===== src/rtl/vsu_wide.sv =====
// rtl/vsu_wide.sv - vector store unit: per-lane operand FIFOs, deshuffle to memory order, beat output
// Request word layout on vfu_req_i: {insn_id, vew, vlB} with vlB in the low bits.
module vsu_wide #(
   parameter int unsigned NrLanes       = 4,
   parameter int unsigned InOpBufDepth  = 4,
   parameter int unsigned BeatWords     = 1,
   parameter int unsigned VRFWordWidthB = 8,
   parameter int unsigned VlBWidth      = 16,
   parameter int unsigned InsnIdWidth   = 3,
   parameter int unsigned VfuWidth      = 3,
   parameter logic [VfuWidth-1:0] VfuVsu = VfuWidth'(4),
   localparam int unsigned W     = VRFWordWidthB * 8,
   localparam int unsigned B     = BeatWords * VRFWordWidthB,
   localparam int unsigned ReqW  = InsnIdWidth + 2 + VlBWidth
) (
   input  logic                          clk_i,
   input  logic                          rst_ni,
   input  logic                          flush_i,
   input  logic                          vfu_req_valid_i,
   output logic                          vfu_req_ready_o,
   input  logic [VfuWidth-1:0]           target_vfu_i,
   input  logic [ReqW-1:0]               vfu_req_i,
   input  logic [NrLanes-1:0]            store_op_valid_i,
   output logic [NrLanes-1:0]            store_op_ready_o,
   input  logic [NrLanes*W-1:0]          store_op_i,
   output logic                          store_op_valid_o,
   input  logic                          store_op_gnt_i,
   output logic [BeatWords*W-1:0]        store_op_o,
   output logic [B-1:0]                  store_strb_o,
   output logic                          store_last_o,
   output logic                          done_o,
   output logic [InsnIdWidth-1:0]        done_insn_id_o
);

   localparam int unsigned NrGrp = NrLanes / BeatWords;
   localparam int unsigned GrpW  = (NrGrp > 1) ? $clog2(NrGrp) : 1;
   localparam int unsigned PtrW  = (InOpBufDepth > 1) ? $clog2(InOpBufDepth) : 1;
   localparam int unsigned CntW  = $clog2(InOpBufDepth + 1);
   localparam int unsigned LaneB = NrLanes * VRFWordWidthB;

   typedef enum logic [1:0] {IDLE, STORE, ZERO} state_e;

   state_e                 state_q, state_d;
   logic [VlBWidth-1:0]    vlb_q, vlb_d;
   logic [1:0]             vew_q, vew_d;
   logic [InsnIdWidth-1:0] id_q, id_d;
   logic [GrpW-1:0]        grp_q, grp_d;

   logic [W-1:0]    fifo_q [NrLanes][InOpBufDepth];
   logic [PtrW-1:0] rptr_q [NrLanes];
   logic [PtrW-1:0] wptr_q [NrLanes];
   logic [CntW-1:0] cnt_q  [NrLanes];

   logic [NrLanes-1:0]   push, nonempty;
   logic [NrLanes*W-1:0] head;
   logic [3:0][NrLanes*W-1:0] desh;
   logic                 pop_all, xfer, accept, req_ready;

   always_comb begin
      for (int l = 0; l < NrLanes; l++) begin
         store_op_ready_o[l]  = (cnt_q[l] != CntW'(InOpBufDepth));
         nonempty[l]          = (cnt_q[l] != '0);
         push[l]              = store_op_valid_i[l] && store_op_ready_o[l] && !flush_i;
         head[l*W +: W]       = fifo_q[l][rptr_q[l]];
      end
   end

   always_ff @(posedge clk_i or negedge rst_ni) begin
      if (!rst_ni) begin
         for (int l = 0; l < NrLanes; l++) begin
            rptr_q[l] <= '0;
            wptr_q[l] <= '0;
            cnt_q[l]  <= '0;
         end
      end else begin
         for (int l = 0; l < NrLanes; l++) begin
            if (flush_i) begin
               rptr_q[l] <= '0;
               wptr_q[l] <= '0;
               cnt_q[l]  <= '0;
            end else begin
               if (push[l])
                  wptr_q[l] <= (wptr_q[l] == PtrW'(InOpBufDepth - 1)) ? '0 : wptr_q[l] + PtrW'(1);
               if (pop_all)
                  rptr_q[l] <= (rptr_q[l] == PtrW'(InOpBufDepth - 1)) ? '0 : rptr_q[l] + PtrW'(1);
               cnt_q[l] <= cnt_q[l] + CntW'(push[l]) - CntW'(pop_all);
            end
         end
      end
   end

   always_ff @(posedge clk_i) begin
      for (int l = 0; l < NrLanes; l++)
         if (push[l]) fifo_q[l][wptr_q[l]] <= store_op_i[l*W +: W];
   end

   // Element e of width 2^v bytes lives in lane e%NrLanes at slot e/NrLanes of that lane's word.
   for (genvar v = 0; v < 4; v++) begin : g_ew
      for (genvar b = 0; b < LaneB; b++) begin : g_byte
         localparam int unsigned S    = 1 << v;
         localparam int unsigned E    = b / S;
         localparam int unsigned Src  = (E % NrLanes) * VRFWordWidthB + (E / NrLanes) * S + (b % S);
         assign desh[v][b*8 +: 8] = head[Src*8 +: 8];
      end
   end

   assign store_op_o   = (state_q == STORE) ? desh[vew_q][grp_q * (BeatWords*W) +: BeatWords*W] : '0;
   assign store_last_o = (state_q == STORE) && (vlb_q <= VlBWidth'(B));
   assign done_insn_id_o = done_o ? id_q : '0;
   assign vfu_req_ready_o = req_ready;

   always_comb begin
      for (int i = 0; i < B; i++)
         store_strb_o[i] = (state_q == STORE) && (VlBWidth'(i) < vlb_q);
   end

   always_comb begin
      state_d          = state_q;
      vlb_d            = vlb_q;
      vew_d            = vew_q;
      id_d             = id_q;
      grp_d            = grp_q;
      req_ready        = 1'b0;
      done_o           = 1'b0;
      store_op_valid_o = 1'b0;
      pop_all          = 1'b0;
      xfer             = 1'b0;
      accept           = 1'b0;
      case (state_q)
         IDLE: req_ready = 1'b1;
         ZERO: begin
            done_o  = 1'b1;
            state_d = IDLE;
         end
         STORE: begin
            store_op_valid_o = &nonempty;
            xfer             = store_op_valid_o && store_op_gnt_i;
            if (xfer) begin
               vlb_d = (vlb_q > VlBWidth'(B)) ? vlb_q - VlBWidth'(B) : '0;
               if (store_last_o) begin
                  pop_all   = 1'b1;
                  grp_d     = '0;
                  done_o    = 1'b1;
                  req_ready = 1'b1;
                  state_d   = IDLE;
               end else begin
                  pop_all = (grp_q == GrpW'(NrGrp - 1));
                  grp_d   = pop_all ? '0 : grp_q + GrpW'(1);
               end
            end
         end
         default: state_d = IDLE;
      endcase
      accept = req_ready && vfu_req_valid_i && (target_vfu_i == VfuVsu);
      if (accept) begin
         vlb_d   = vfu_req_i[VlBWidth-1:0];
         vew_d   = vfu_req_i[VlBWidth +: 2];
         id_d    = vfu_req_i[VlBWidth+2 +: InsnIdWidth];
         grp_d   = '0;
         state_d = (vfu_req_i[VlBWidth-1:0] == '0) ? ZERO : STORE;
      end
      // Flush overrides any beat transfer or request acceptance in the same cycle.
      if (flush_i) begin
         state_d          = IDLE;
         grp_d            = '0;
         pop_all          = 1'b0;
         done_o           = 1'b0;
         req_ready        = 1'b0;
         store_op_valid_o = 1'b0;
      end
   end

   always_ff @(posedge clk_i or negedge rst_ni) begin
      if (!rst_ni) begin
         state_q <= IDLE;
         vlb_q   <= '0;
         vew_q   <= '0;
         id_q    <= '0;
         grp_q   <= '0;
      end else begin
         state_q <= state_d;
         vlb_q   <= vlb_d;
         vew_q   <= vew_d;
         id_q    <= id_d;
         grp_q   <= grp_d;
      end
   end

   push_into_full: assert property (@(posedge clk_i) disable iff (!rst_ni)
      !(|(store_op_valid_i & ~store_op_ready_o)));

endmodule

===== config.mk =====
export PLATFORM = sky130hd
export DESIGN_NAME = vsu_wide
export DESIGN_NICKNAME = d
export VERILOG_FILES = /design/src/rtl/vsu_wide.sv
export SDC_FILE = /design/constraint.sdc
export NUM_CORES = 1
export LEC_CHECK = 0
export BUFFER_PORTS_ARGS = -buffer_cell sky130_fd_sc_hd__buf_2
export CAP_MARGIN = 5
export CORE_ASPECT_RATIO = 0.5
export CORE_UTILIZATION = 30
export DETAILED_ROUTE_END_ITERATION = 10
export HOLD_SLACK_MARGIN = 0.1
export SLEW_MARGIN = 20
export SYNTH_ARGS = -nofsm -noshare
export SYNTH_HDL_FRONTEND = slang
export SYNTH_SLANG_ARGS = --single-unit

===== constraint.sdc =====
create_clock -name clk_i -period 4.3 [get_ports clk_i]
set_clock_uncertainty 0.2 [all_clocks]
set_input_delay 0.215 -clock clk_i [delete_from_list [all_inputs] [get_ports clk_i]]
set_output_delay 0.215 -clock clk_i [all_outputs]
set_load 0.05 [all_outputs]

==> impl_metrics.json <==
{
  "nFillCells": 14000,
  "nets": 3971,
  "p_int_mw": 18.5,
  "final_common_cell": "edfxtp_1",
  "min_period_ns": 4.24,
  "power.switching_mw": 6.14,
  "io_buffers": 371,
  "cp_cell_sequence": "inv_1, ha_1, and2_1, nand2_1, o221ai_1, buf_2",
  "cp.depth": 6,
  "synth_edf_count": 1024,
  "syn_area_per_cell_um2": 16.7,
  "dieArea_um2": 155000,
  "drive_above_1_share_pct": 25.5,
  "final_cell_mix": "1024 x edfxtp_1, 488 x dlygate4sd3_1, 371 x buf_2",
  "root_buffer": "clkbuf_16",
  "start_util_pct": 30.3,
  "setup-violations-final": 0,
  "status": "finished clean",
  "end_kind": "output port",
  "cts_tree": "built",
  "area_growth_pct": 29.0,
  "fp.dieH_um": 279,
  "crit_slowest_cell": "o221ai_1",
  "grt_util_met1_pct": 27.5,
  "ys_types": 74,
  "finalCritPeriodShare_pct": 98.5,
  "cpPeakStageDelay_ns": 0.71,
  "drt_iter0_markers": 3548,
  "clk_path_buf_depth": 3,
  "grt_overflow": 0,
  "path_delay_family": "simple AND/OR/NAND/NOR gates",
  "tns_ns": 0,
  "busiest_layer": "met2",
  "hold-path-cell-count": 2,
  "synth-async-reset-ratio_pct": 4.92,
  "dp.final_hpwl_mm": 115,
  "rows": 101,
  "cp-start-kind": "register",
  "leakage_nw": 20.3,
  "final_core_util_pct": 39.1,
  "seqCellArea_um2": 32100,
  "hold_viol": 0,
  "grt_use_met2_pct": 32.7,
  "dieWidth_um": 556,
  "place.gp.congestion": 0.929,
  "ant_nets": 0,
  "crit_type": "reg -> out",
  "required_ns": 3.88,
  "drv_slew": 0,
  "multiInputGateArea_um2": 13200,
  "crit_fanout": 14,
  "drt-pass1-iter-count": 6,
  "cp.arrival_ns": 3.82,
  "ys.flop_type": "edfxtp_1",
  "synth_nets": 3082,
  "grtUsageMet3_pct": 4.13,
  "cts_buffers": 103,
  "synth_cells": 2761,
  "cts-htree-levels": 3,
  "clk_pin_slew_ns": 0.06,
  "synth.area.top_cells": "edfxtp_1 67%, mux4_2 13%, dfrtp_1 2.9%",
  "seq_area_frac_synth_pct": 69.6,
  "fmax_mhz": 236,
  "drt-vias-per-instance": 5.34,
  "grt_pass1_vias": 30900,
  "grt_max_degree": 65,
  "track_usage_pct": 20.5,
  "synth-seq-cells": 1077,
  "slew_headroom_pct": 31.7,
  "power_density_nw_per_um2": 414,
  "wl_per_cell_um": 28.0,
  "hold_path_class": "in -> reg",
  "core_area_um2": 152000,
  "sw_frac_of_total_pct": 25.0,
  "power.combinational.fraction_pct": 12.9,
  "crit_buf_inv": 2,
  "worst_slew_pin_slew_ns": 1.02,
  "cts_sinks": 1077,
  "yosys.area.top_type_share_pct": 66.8,
  "seqPwrFrac_pct": 48.9,
  "synth_warnings": 0,
  "clkPwrFrac_pct": 38.2,
  "clk_latency_ns": 0.71,
  "power.total_mw": 24.6,
  "maxCapViolations": 0,
  "reg2regPathDepth": 10,
  "io_pins": 372,
  "grt_pass1_wl_mm": 228,
  "netlist_area_um2": 46100,
  "ir_worst_vdd_v": 0.000352,
  "drc": 0,
  "antenna_found_initial": 32,
  "rsz0062_at_grt": "no",
  "yosysTopAreaCell": "edfxtp_1",
  "drt_wl_total_mm": 162,
  "vias": 31000
}
==> power by group through the flow <==
stage	Sequential [mW]	Clock [mW]	Combinational (mW)
global placement	12.2	0	2.67
global route	12.0	9.90	3.32
detailed placement	12.2	0	2.69
CTS	12.0	9.54	3.10
finish	12.0	9.41	3.18
floorplan	12.2	0	1.54
==> state kept, by name, summed over array words and instances, names as in the netlist <==
register,flops
vew_q,2
vlb_q,16
fifo_q,1024
grp_q,2
cnt_q,12
wptr_q,8
rptr_q,8
state_q,2
id_q,3
==> cells by family (layout without fill, tap and decap cells) <==
family                     Yosys count  count (layout)  synth area share (%)
DFF                               1077            1077                  69.6
and+or+nand+nor                    567             567                  5.50
AOI/OAI and AO/OA                  533             533                  7.61
muxes                              332             332                  14.3
buffers and inverters              211            1184                  1.89
adders and majority gates           32              32                 0.935
xor gates and xnor gates             9               9                 0.171
other                                0              15                     0
==> cells in the mapped netlist, drive strengths merged, types with 5 or more instances <==
cell	instances
o21ai	92
nand2	301
nor2	84
a21boi	7
a211o	10
clkbuf	121
xnor2	5
a31oi	26
o211ai	12
a31o	10
a32o	9
o22a	6
o221ai	14
o311a	6
nand2b	5
nor3	26
ha	28
a21oi	149
nor4	11
a22oi	65
dfrtp	53
a22o	22
o22ai	49
and2	33
edfxtp	1024
and3	8
mux4	259
or3	8
a221oi	25
buf	63
nand3	58
nor2b	10
mux2i	70
inv	25
==> stage by stage <==
stage          hold WS (ns)  setup WS [ns]  area [µm²]  instances
2_1_floorplan        -0.281          0.553       46100       2761
3_3_place_gp          0.162          0.477       50900       5112
3_5_place_dp          0.166          0.672       50900       5112
4_1_cts               0.100         0.0245       59300       5792
5_1_grt               0.104         0.0140       59400       5804
6_report              0.118         0.0632       59400       5809
==> layout make-up <==
cell class	count	share of cell area (%)
clock inverter	74	1.41
clock buffer	115	4.49
tap	2060	4.34
inverter	27	0.175
multi-input combinational	1473	22.2
timing repair buffer	968	13.3
antenna	15	0.0632
sequential	1077	54.0
==> routing by layer <==
metal,up-vias,part of all wire (%)
met2,1530,47
li1,13000,-
met5,-,0.077
met3,344,7.8
met1,16100,41
met4,20,4.3
==> worst reg2reg max path, stage by stage, from the launching register on <==
cell	delay, ns
dfrtp_1	0.38
inv_1	0.10
ha_1	0.46
o311ai_1	0.22
nor4_2	0.50
buf_4	0.30
a311oi_1	0.14
o21ai_0	0.16
dlygate4sd3_1	0.56
o31ai_1	0.07
dlygate4sd3_1	0.61
==> what timing repair did <==
item / 4_1_cts / 5_1_grt
hold buffers: 489 / 0
hold endpoints to repair: 1130 / 0
gates resized for setup: 2 / 1
setup endpoints to repair: 4 / 3
buffers inserted: 2 / 2
==> worst paths after layout <==
kind                                  from             end  slack, ns
max                             state_q[1]  store_op_o[34]       0.06
min                        store_op_i[196]  fifo_q[3][132]       0.12
max reg2reg                     state_q[1]      state_q[1]       0.49
min reg2reg                        id_q[2]         id_q[2]       0.29
max in group asynchronous           rst_ni       rptr_q[4]       3.16
min in group asynchronous           rst_ni       vlb_q[10]       0.44
No activity file was read; power rests on OpenSTA's default activity.
